## config.mk

```make
export PLATFORM = sky130hd
export DESIGN_NAME = hazard_ctrl
export DESIGN_NICKNAME = d
export VERILOG_FILES = /design/src/rtl/hazard_pkg.sv /design/src/rtl/forward_sel.sv /design/src/rtl/hazard_ctrl.sv
export SDC_FILE = /design/constraint.sdc
export NUM_CORES = 1
export LEC_CHECK = 0
export ABC_AREA = 1
export ABC_CLOCK_PERIOD_IN_PS = 1600
export BUFFER_PORTS_ARGS = -buffer_cell sky130_fd_sc_hd__buf_2
export CAP_MARGIN = 0
export CORE_UTILIZATION = 50
export DETAILED_ROUTE_END_ITERATION = 6
export PLACE_DENSITY = 0.81
export SLEW_MARGIN = 20
export SYNTH_ARGS = -nofsm -noshare
export SYNTH_HDL_FRONTEND = slang
export SYNTH_SLANG_ARGS = --single-unit
```

## constraint.sdc

```tcl
create_clock -name clk -period 1.6 [get_ports clk]
set_input_delay 0 -clock clk [delete_from_list [all_inputs] [get_ports clk]]
set_output_delay 0 -clock clk [all_outputs]
set_load 0.03 [all_outputs]
```

## src/rtl/hazard_pkg.sv

```systemverilog
// Shared types for the pipeline hazard controller: forward selects,
// the load result-source code and the data-memory wait states.
package hazard_pkg;

    typedef enum logic [1:0] {
        FWD_RF = 2'b00,
        FWD_W  = 2'b01,
        FWD_M  = 2'b10
    } fwd_sel_t;

    localparam logic [1:0] RESULT_SRC_LOAD = 2'b01;

    typedef enum logic {
        IDLE = 1'b0,
        WAIT = 1'b1
    } mem_state_t;

endpackage

```

## src/rtl/forward_sel.sv

```systemverilog
// Combinational bypass select for one E-stage source operand.
// The M-stage result is newer than W, so it wins when both match.
module forward_sel
    import hazard_pkg::*;
(
    input  logic [4:0] rs_i,
    input  logic [4:0] rd_m_i,
    input  logic       reg_write_m_i,
    input  logic [4:0] rd_w_i,
    input  logic       reg_write_w_i,
    output fwd_sel_t   fwd_o
);

    always_comb begin
        fwd_o = FWD_RF;
        if (reg_write_m_i && (rd_m_i != 5'd0) && (rd_m_i == rs_i)) begin
            fwd_o = FWD_M;
        end else if (reg_write_w_i && (rd_w_i != 5'd0) && (rd_w_i == rs_i)) begin
            fwd_o = FWD_W;
        end
    end

endmodule

```

## src/rtl/hazard_ctrl.sv

```systemverilog
// Stall/flush/forward control for the 5-stage core, with a data-memory wait
// FSM that holds M for MEM_LATENCY cycles and saturating event counters.
module hazard_ctrl
    import hazard_pkg::*;
#(
    parameter int MEM_LATENCY = 1,
    parameter int CNT_WIDTH   = 32
) (
    input  logic                 clk,
    input  logic                 reset,
    input  logic [4:0]           Rs1D,
    input  logic [4:0]           Rs2D,
    input  logic [4:0]           Rs1E,
    input  logic [4:0]           Rs2E,
    input  logic [4:0]           RdE,
    input  logic [4:0]           RdM,
    input  logic [4:0]           RdW,
    input  logic [1:0]           ResultSrcE,
    input  logic                 RegWriteM,
    input  logic                 RegWriteW,
    input  logic                 PCSrcE,
    input  logic                 MemReqM,
    output logic                 StallF,
    output logic                 StallD,
    output logic                 StallE,
    output logic                 StallM,
    output logic                 FlushD,
    output logic                 FlushE,
    output logic                 FlushW,
    output logic [1:0]           ForwardAE,
    output logic [1:0]           ForwardBE,
    output logic [CNT_WIDTH-1:0] StallCycles,
    output logic [CNT_WIDTH-1:0] FlushCount,
    output logic [CNT_WIDTH-1:0] LoadUseCount
);

    localparam bit                   MULTI_CYCLE = (MEM_LATENCY > 1);
    localparam logic [3:0]           WAIT_INIT   = MULTI_CYCLE ? 4'(MEM_LATENCY - 2) : 4'd0;
    localparam logic [CNT_WIDTH-1:0] CNT_MAX     = '1;

    fwd_sel_t   fwd_a;
    fwd_sel_t   fwd_b;
    logic       lw_stall;
    logic       mem_stall;
    mem_state_t state_q, state_d;
    logic [3:0] cnt_q, cnt_d;
    logic [CNT_WIDTH-1:0] stall_cnt_q, stall_cnt_d;
    logic [CNT_WIDTH-1:0] flush_cnt_q, flush_cnt_d;
    logic [CNT_WIDTH-1:0] lu_cnt_q, lu_cnt_d;

    forward_sel u_fwd_a (
        .rs_i          (Rs1E),
        .rd_m_i        (RdM),
        .reg_write_m_i (RegWriteM),
        .rd_w_i        (RdW),
        .reg_write_w_i (RegWriteW),
        .fwd_o         (fwd_a)
    );

    forward_sel u_fwd_b (
        .rs_i          (Rs2E),
        .rd_m_i        (RdM),
        .reg_write_m_i (RegWriteM),
        .rd_w_i        (RdW),
        .reg_write_w_i (RegWriteW),
        .fwd_o         (fwd_b)
    );

    assign ForwardAE = fwd_a;
    assign ForwardBE = fwd_b;

    assign lw_stall = (ResultSrcE == RESULT_SRC_LOAD) && (RdE != 5'd0) &&
                      ((Rs1D == RdE) || (Rs2D == RdE));

    // WAIT with cnt==0 is the access's last cycle: M is released while the
    // FSM returns to IDLE, so a following memory op pays its full latency.
    always_comb begin
        state_d   = state_q;
        cnt_d     = cnt_q;
        mem_stall = 1'b0;
        case (state_q)
            IDLE: begin
                if (MemReqM && MULTI_CYCLE) begin
                    mem_stall = 1'b1;
                    state_d   = WAIT;
                    cnt_d     = WAIT_INIT;
                end
            end
            WAIT: begin
                mem_stall = (cnt_q != 4'd0);
                if (cnt_q != 4'd0) begin
                    cnt_d = cnt_q - 4'd1;
                end else begin
                    state_d = IDLE;
                end
            end
            default: state_d = IDLE;
        endcase
    end

    always_comb begin
        StallF = mem_stall || lw_stall;
        StallD = mem_stall || lw_stall;
        StallE = mem_stall;
        StallM = mem_stall;
        FlushW = mem_stall;
        FlushD = !mem_stall && PCSrcE;
        FlushE = !mem_stall && (lw_stall || PCSrcE);
    end

    always_comb begin
        stall_cnt_d = stall_cnt_q;
        flush_cnt_d = flush_cnt_q;
        lu_cnt_d    = lu_cnt_q;
        if ((mem_stall || lw_stall) && (stall_cnt_q != CNT_MAX)) begin
            stall_cnt_d = stall_cnt_q + CNT_WIDTH'(1);
        end
        if (PCSrcE && !mem_stall && (flush_cnt_q != CNT_MAX)) begin
            flush_cnt_d = flush_cnt_q + CNT_WIDTH'(1);
        end
        if (lw_stall && !mem_stall && (lu_cnt_q != CNT_MAX)) begin
            lu_cnt_d = lu_cnt_q + CNT_WIDTH'(1);
        end
    end

    always_ff @(posedge clk) begin
        if (reset) begin
            state_q     <= IDLE;
            cnt_q       <= 4'd0;
            stall_cnt_q <= '0;
            flush_cnt_q <= '0;
            lu_cnt_q    <= '0;
        end else begin
            state_q     <= state_d;
            cnt_q       <= cnt_d;
            stall_cnt_q <= stall_cnt_d;
            flush_cnt_q <= flush_cnt_d;
            lu_cnt_q    <= lu_cnt_d;
        end
    end

    assign StallCycles  = stall_cnt_q;
    assign FlushCount   = flush_cnt_q;
    assign LoadUseCount = lu_cnt_q;

endmodule

```

-- Word level (Yosys, flattened, before mapping)
Cells that the tools add are included.
- add/subtract/negate cells: 4
- multiply operators: 0
- divide/modulo/power cells: 0
- $lt $le $gt $ge: 0
- eq/ne operators: 10
- shift operators: 0
- muxes and demuxes: 6
- bitwise gates (word level): 1
- reduce and logical (&&, ||, !) cells: 24
- operators by type and width (cell ; number):
    $add A32 B1 Y32 const B ; 3
    $ne A32 B32 Y1 const B ; 3
    $eq A5 B5 Y1 ; 6
    $reduce_bool A5 Y1 ; 3
    $logic_and A1 B1 Y1 ; 14
    $mux W1 ; 4
    $mux W2 ; 2
    $reduce_bool A4 Y1 ; 1
    $sub A4 B1 Y4 const B ; 1
    $logic_or A1 B1 Y1 ; 3
    $eq A2 B1 Y1 const B ; 1
    $reduce_and A2 Y1 ; 1
    $reduce_or A2 Y1 ; 1
    $logic_not A1 Y1 ; 1
    $not A1 Y1 ; 1
- register bits after elaboration: 101
- bits in latches: 0
- bits in writable memories: 0
- ROM bits: 0
- bits of input ports: 43
- output and inout port bits: 107
- logic and storage cells: 50
- memories: 0

-- Depth between registers and ports, before layout
- word-level depth: 5
- gate-level depth with buffers: 13
- mapped depth without buffers: 12

-- By module
From an unflattened synthesis, not the netlist that was laid out.
- cell total of the unflattened synthesis: 1170
- area, all modules: 6708.9 um2
- modules (own cells, without submodules) (module ; instances ; cells an instance ; area each (um2) ; seq. area each (um2)):
    hazard_ctrl ; 1 ; 1070 ; 6281.0 ; 2021.9
    forward_sel ; 2 ; 50 ; 214.0 ; 0.0

-- Worst setup path before layout
No wires, ideal clock.
- path type: register -> register
- start: reg stall_cnt_q[0], in the netlist StallCycles[0]
- end: reg stall_cnt_q[29], in the netlist StallCycles[29]
- library setup time: 0.116 ns
- data arrival time: 1.867 ns
- data required time: 1.484 ns
- path slack: -0.383 ns
- stages on the path, launching flop included: 11
- path buffers: 2
- clock period less this slack: 1.983 ns
- cells stage by stage: dfxtp_1 > ha_1 > nand3_4 > nor2_8 > nand3_2 > nor2_2 > nand3_2 > buf_6 > buf_6 > a21oi_1 > nor2_1
- cells in the longest elaborated chain, start to end: 2
- elaborated cells between the ends (all ways): 3
- those cells by class: add/sub (1); eq/ne (1); reduce/logical (1)
- ends and longest elaborated chain (item ; RTL line ; RTL):
    start: declaration ; hazard_ctrl.sv:47 ; logic [CNT_WIDTH-1:0] stall_cnt_q, stall_cnt_d;
    start signal: assignment ; hazard_ctrl.sv:136 ; stall_cnt_q <= stall_cnt_d;
    branches (longest 2 deep; another with $add A32 B1 Y32) ; n/a ;
Several ways; the timed one is not identified.
A chain may end at the register's enable or synchronous reset.

-- Worst setup path in the final report
- start: reg flush_cnt_q[1], in the netlist FlushCount[1]
- end: reg flush_cnt_q[18], in the netlist FlushCount[18]
- cells in the longest elaborated chain, start to end: 2
- elaborated cells between the ends (all ways): 3
- those cells by class: add/sub (1); eq/ne (1); reduce/logical (1)
- ends and longest elaborated chain (item ; RTL line ; RTL):
    start: declaration ; hazard_ctrl.sv:48 ; logic [CNT_WIDTH-1:0] flush_cnt_q, flush_cnt_d;
    start signal: assignment ; hazard_ctrl.sv:137 ; flush_cnt_q <= flush_cnt_d;
    branches (longest 2 deep; another with $add A32 B1 Y32) ; n/a ;
Several ways; the timed one is not identified.

==> results.sh <==
export IMPL_cts_tree="done"
export IMPL_vias=8564
export IMPL_io_pins=150
export IMPL_synth_top_flop_cell="dfxtp_1"
export IMPL_placed_cells=1553
export IMPL_setup_violations=36
export IMPL_drt_pass1_iterations=6
export IMPL_grt_pass1_wl_mm=33.6
export IMPL_crit_path_top_delay_cell="dfxtp_4"
export IMPL_clockBufferDepth=2
export IMPL_maxCapViolCount=0
export IMPL_grt_max_degree=35
export IMPL_worstSetupPathType="reg2reg"
export IMPL_slew_violations=0
export IMPL_postRouteAntennaNets=0
export IMPL_critPathCaptureType="register"
export IMPL_fin_ws_ns=-0.162
export IMPL_worstPathArrival_ns=1.99
export IMPL_critPathLaunchType="register"
export IMPL_tns_ns=-1.42
export IMPL_drc=0
export IMPL_routed_wl_mm=23.8
export IMPL_clkPwrFrac=0.432
export IMPL_place_area_um2=8750
export IMPL_coreArea_um2=12800
export IMPL_antenna_found_initial=0
export IMPL_avgSynthCellArea_um2=5.87
export IMPL_area_delta_synth_final_pct=52.4
export IMPL_post_place_ws_ns=-0.111
export IMPL_yosys_top_cells_area="dfxtp_1 (30%), nand2_1 (21%), nor2_1 (14%)"
export IMPL_clockRootBuffer="clkbuf_16"
export IMPL_synth_cell_types=31
export IMPL_hold_start="reset"
export IMPL_viasPerCell=5.38
export IMPL_grt_pass1_vias=7285
export IMPL_comb_power_share=0.107
export IMPL_grt_overflow=0
export IMPL_rrSetupSlack_ns=-0.16
export IMPL_p_sw_w=0.00146
export IMPL_final_area_um2=10200
export IMPL_r2r_end="FlushCount[18]$_SDFFE_PP0P_"
export IMPL_hold_depth=4
export IMPL_syn_area_um2=6670
export IMPL_slowest_delay_ns=0.37
export IMPL_ys_top_cells_by_count="nand2_1 (379), nor2_1 (249), dfxtp_1 (101)"
export IMPL_crit_family="simple AND/OR/NAND/NOR gates"
export IMPL_cts_sinks=101
export IMPL_insertion_delay_ns=0.36
export IMPL_grt_use_total=0.294
export IMPL_critPathMaxFanout=4
export IMPL_post_drt_wl_per_cell_um=14.9
export IMPL_num_nets_final=1463
export IMPL_worstRegToRegCells=9
export IMPL_crit_buf_inv=1
export IMPL_synth_nets=1182
export IMPL_powerDensity_nw_per_um2=542
export IMPL_cts_made_buffers=9
export IMPL_n_antenna_cell=0
export IMPL_row_count=41
export IMPL_fin_crit_sh=1.10
export IMPL_die_w_um=117
export IMPL_irDropWorstVdd_v=0.000770
export IMPL_dieArea_um2=13800
export IMPL_async_reset_ff_frac=0
export IMPL_synthCells=1135
export IMPL_routabilityCongestion=1.00
export IMPL_cp_cell_sequence="ha_4 -> nand3_4 -> nor2_4 -> buf_4 -> nand2_1 -> nor2_1 -> nand3_1 -> nand2_1 -> nor2_1"
export IMPL_clk_pin_slew_ns=0.08
export IMPL_status="complete, but fails checks"
export IMPL_synth_top_area_cell="dfxtp_1"
export IMPL_tightest_slew_ns=0.484
export IMPL_fmax_ghz=0.568
export IMPL_sw_frac_of_total=0.264
export IMPL_slew_headroom=0.677
export IMPL_dp_hpwl_mm=15.0
export IMPL_power_leakage_nw=4.59
export IMPL_total_power_w=0.00550
export IMPL_hold_class="in2reg"
export IMPL_cts_max_level=3
export IMPL_synth_top_area_share=0.303
export IMPL_start_util=0.520
export IMPL_drtIter0Drc=887
export IMPL_crit_required_ns=1.83
export IMPL_r2r_start="FlushCount[1]$_SDFFE_PP0P_"
export IMPL_synth_warnings=0
export IMPL_min_period_ns=1.76
export IMPL_p_int_w=0.00405
export IMPL_clock_skew_ns=0.0100
export IMPL_yosysSeqAreaShare=0.303
export IMPL_rsz0062_at_grt="yes"
export IMPL_die_h_um=117
export IMPL_ys_ff_latch=101
export IMPL_pwr_share_seq=0.461
export IMPL_post_synth_top_count_cell="nand2_1"
export IMPL_hold_end="FlushCount[3]$_SDFFE_PP0P_"
export IMPL_synth_edf_count=0
export IMPL_final_layout_size_suffix_gt1_frac=0.403
export IMPL_final_cell_count_no_fill=1593
export IMPL_port_buffers=148
export IMPL_violations="setup timing"
export IMPL_hold_viol=0
==> flip-flops by register name, indices dropped and copies added, names as in the netlist <==
register	flops
LoadUseCount	32
state_q	1
StallCycles	32
cnt_q	4
FlushCount	32
==> worst max path at each step <==
stage / slack [ns] / end / cells after the start / start
after floorplan: -0.09 / StallCycles[29]$_SDFFE_PP0P_ / 10 / StallCycles[0]$_SDFFE_PP0P_
after global placement: -0.06 / LoadUseCount[7]$_SDFFE_PP0P_ / 11 / LoadUseCount[1]$_SDFFE_PP0P_
after detailed placement: -0.11 / LoadUseCount[28]$_SDFFE_PP0P_ / 11 / LoadUseCount[1]$_SDFFE_PP0P_
after CTS: -0.04 / StallCycles[19]$_SDFFE_PP0P_ / 11 / StallCycles[0]$_SDFFE_PP0P_
after global routing: -0.21 / FlushCount[18]$_SDFFE_PP0P_ / 9 / FlushCount[1]$_SDFFE_PP0P_
final: -0.16 / FlushCount[18]$_SDFFE_PP0P_ / 9 / FlushCount[1]$_SDFFE_PP0P_
==> cell usage in the layout, fill, tap and decap left out, types with 9 or more instances in the layout <==
cell,count
nand2_1,339
nor2_1,194
buf_2,141
buf_4,134
inv_1,89
dfxtp_2,55
nand3_1,54
nor2_2,37
xor2_1,34
nand2_2,31
a21oi_1,31
dfxtp_1,28
nor2_4,21
xnor2_1,19
dfxtp_4,18
nand3b_1,18
nand4_1,17
buf_6,17
nor3_1,14
a21oi_2,14
nand3_2,13
nor3_2,13
clkbuf_16,13
nand3_4,9
==> worst reg2reg max path: stages (launching register included) <==
cell     delay (ns)
dfxtp_4        0.37
ha_4           0.16
nand3_4        0.11
nor2_4         0.17
buf_4          0.16
nand2_1        0.13
nor2_1         0.27
nand3_1        0.13
nand2_1        0.09
nor2_1         0.04
==> layout make-up <==
type,count,area [µm²]
multi-input cells,899,4910
well taps,172,215
clock buffers,12,289
fillers,890,2660
clock inverters,4,33.8
flip-flops and latches,101,2160
inverters,102,413
repair buffers,303,2150
==> metal layers <==
layer	track usage	wire [µm]
met4	0.0978	746
met1	0.374	9490
met5	0	0
met3	0.0567	1840
met2	0.496	11700
==> cells by family after synthesis <==
kind of cell / share of synthesized area
AO/OA/AOI/OAI: 0.0460
adder cells (fa/ha/maj): 0.00751
buffers and inverters: 0.0861
flip-flops: 0.303
XOR/XNOR: 0.0696
AND/OR/NAND/NOR: 0.488
==> repair_timing <==
item,in CTS,in global routing
setup endpoints to repair,88,103
gates cloned,2,3
resized for setup,39,201
pin swaps,10,71
hold buffers,0,0
setup buffers,4,17
==> power groups by stage <==
stage               Clock [W]  Sequential, W  Combinational (W)
detailed placement          0        0.00260           0.000518
CTS                   0.00240        0.00254           0.000540
global route          0.00247        0.00254           0.000640
global placement            0        0.00260           0.000509
floorplan                   0        0.00266           0.000266
finish                0.00238        0.00254           0.000589
==> metrics by stage <==
stage	hold slack (ns)	util
2_1_floorplan	0.182	-
3_3_place_gp	0.403	0.682
3_5_place_dp	0.412	0.682
4_1_cts	0.0340	0.723
5_1_grt	0.0661	0.792
6_report	0.0566	0.792
Power figures use the tool's default switching activity.
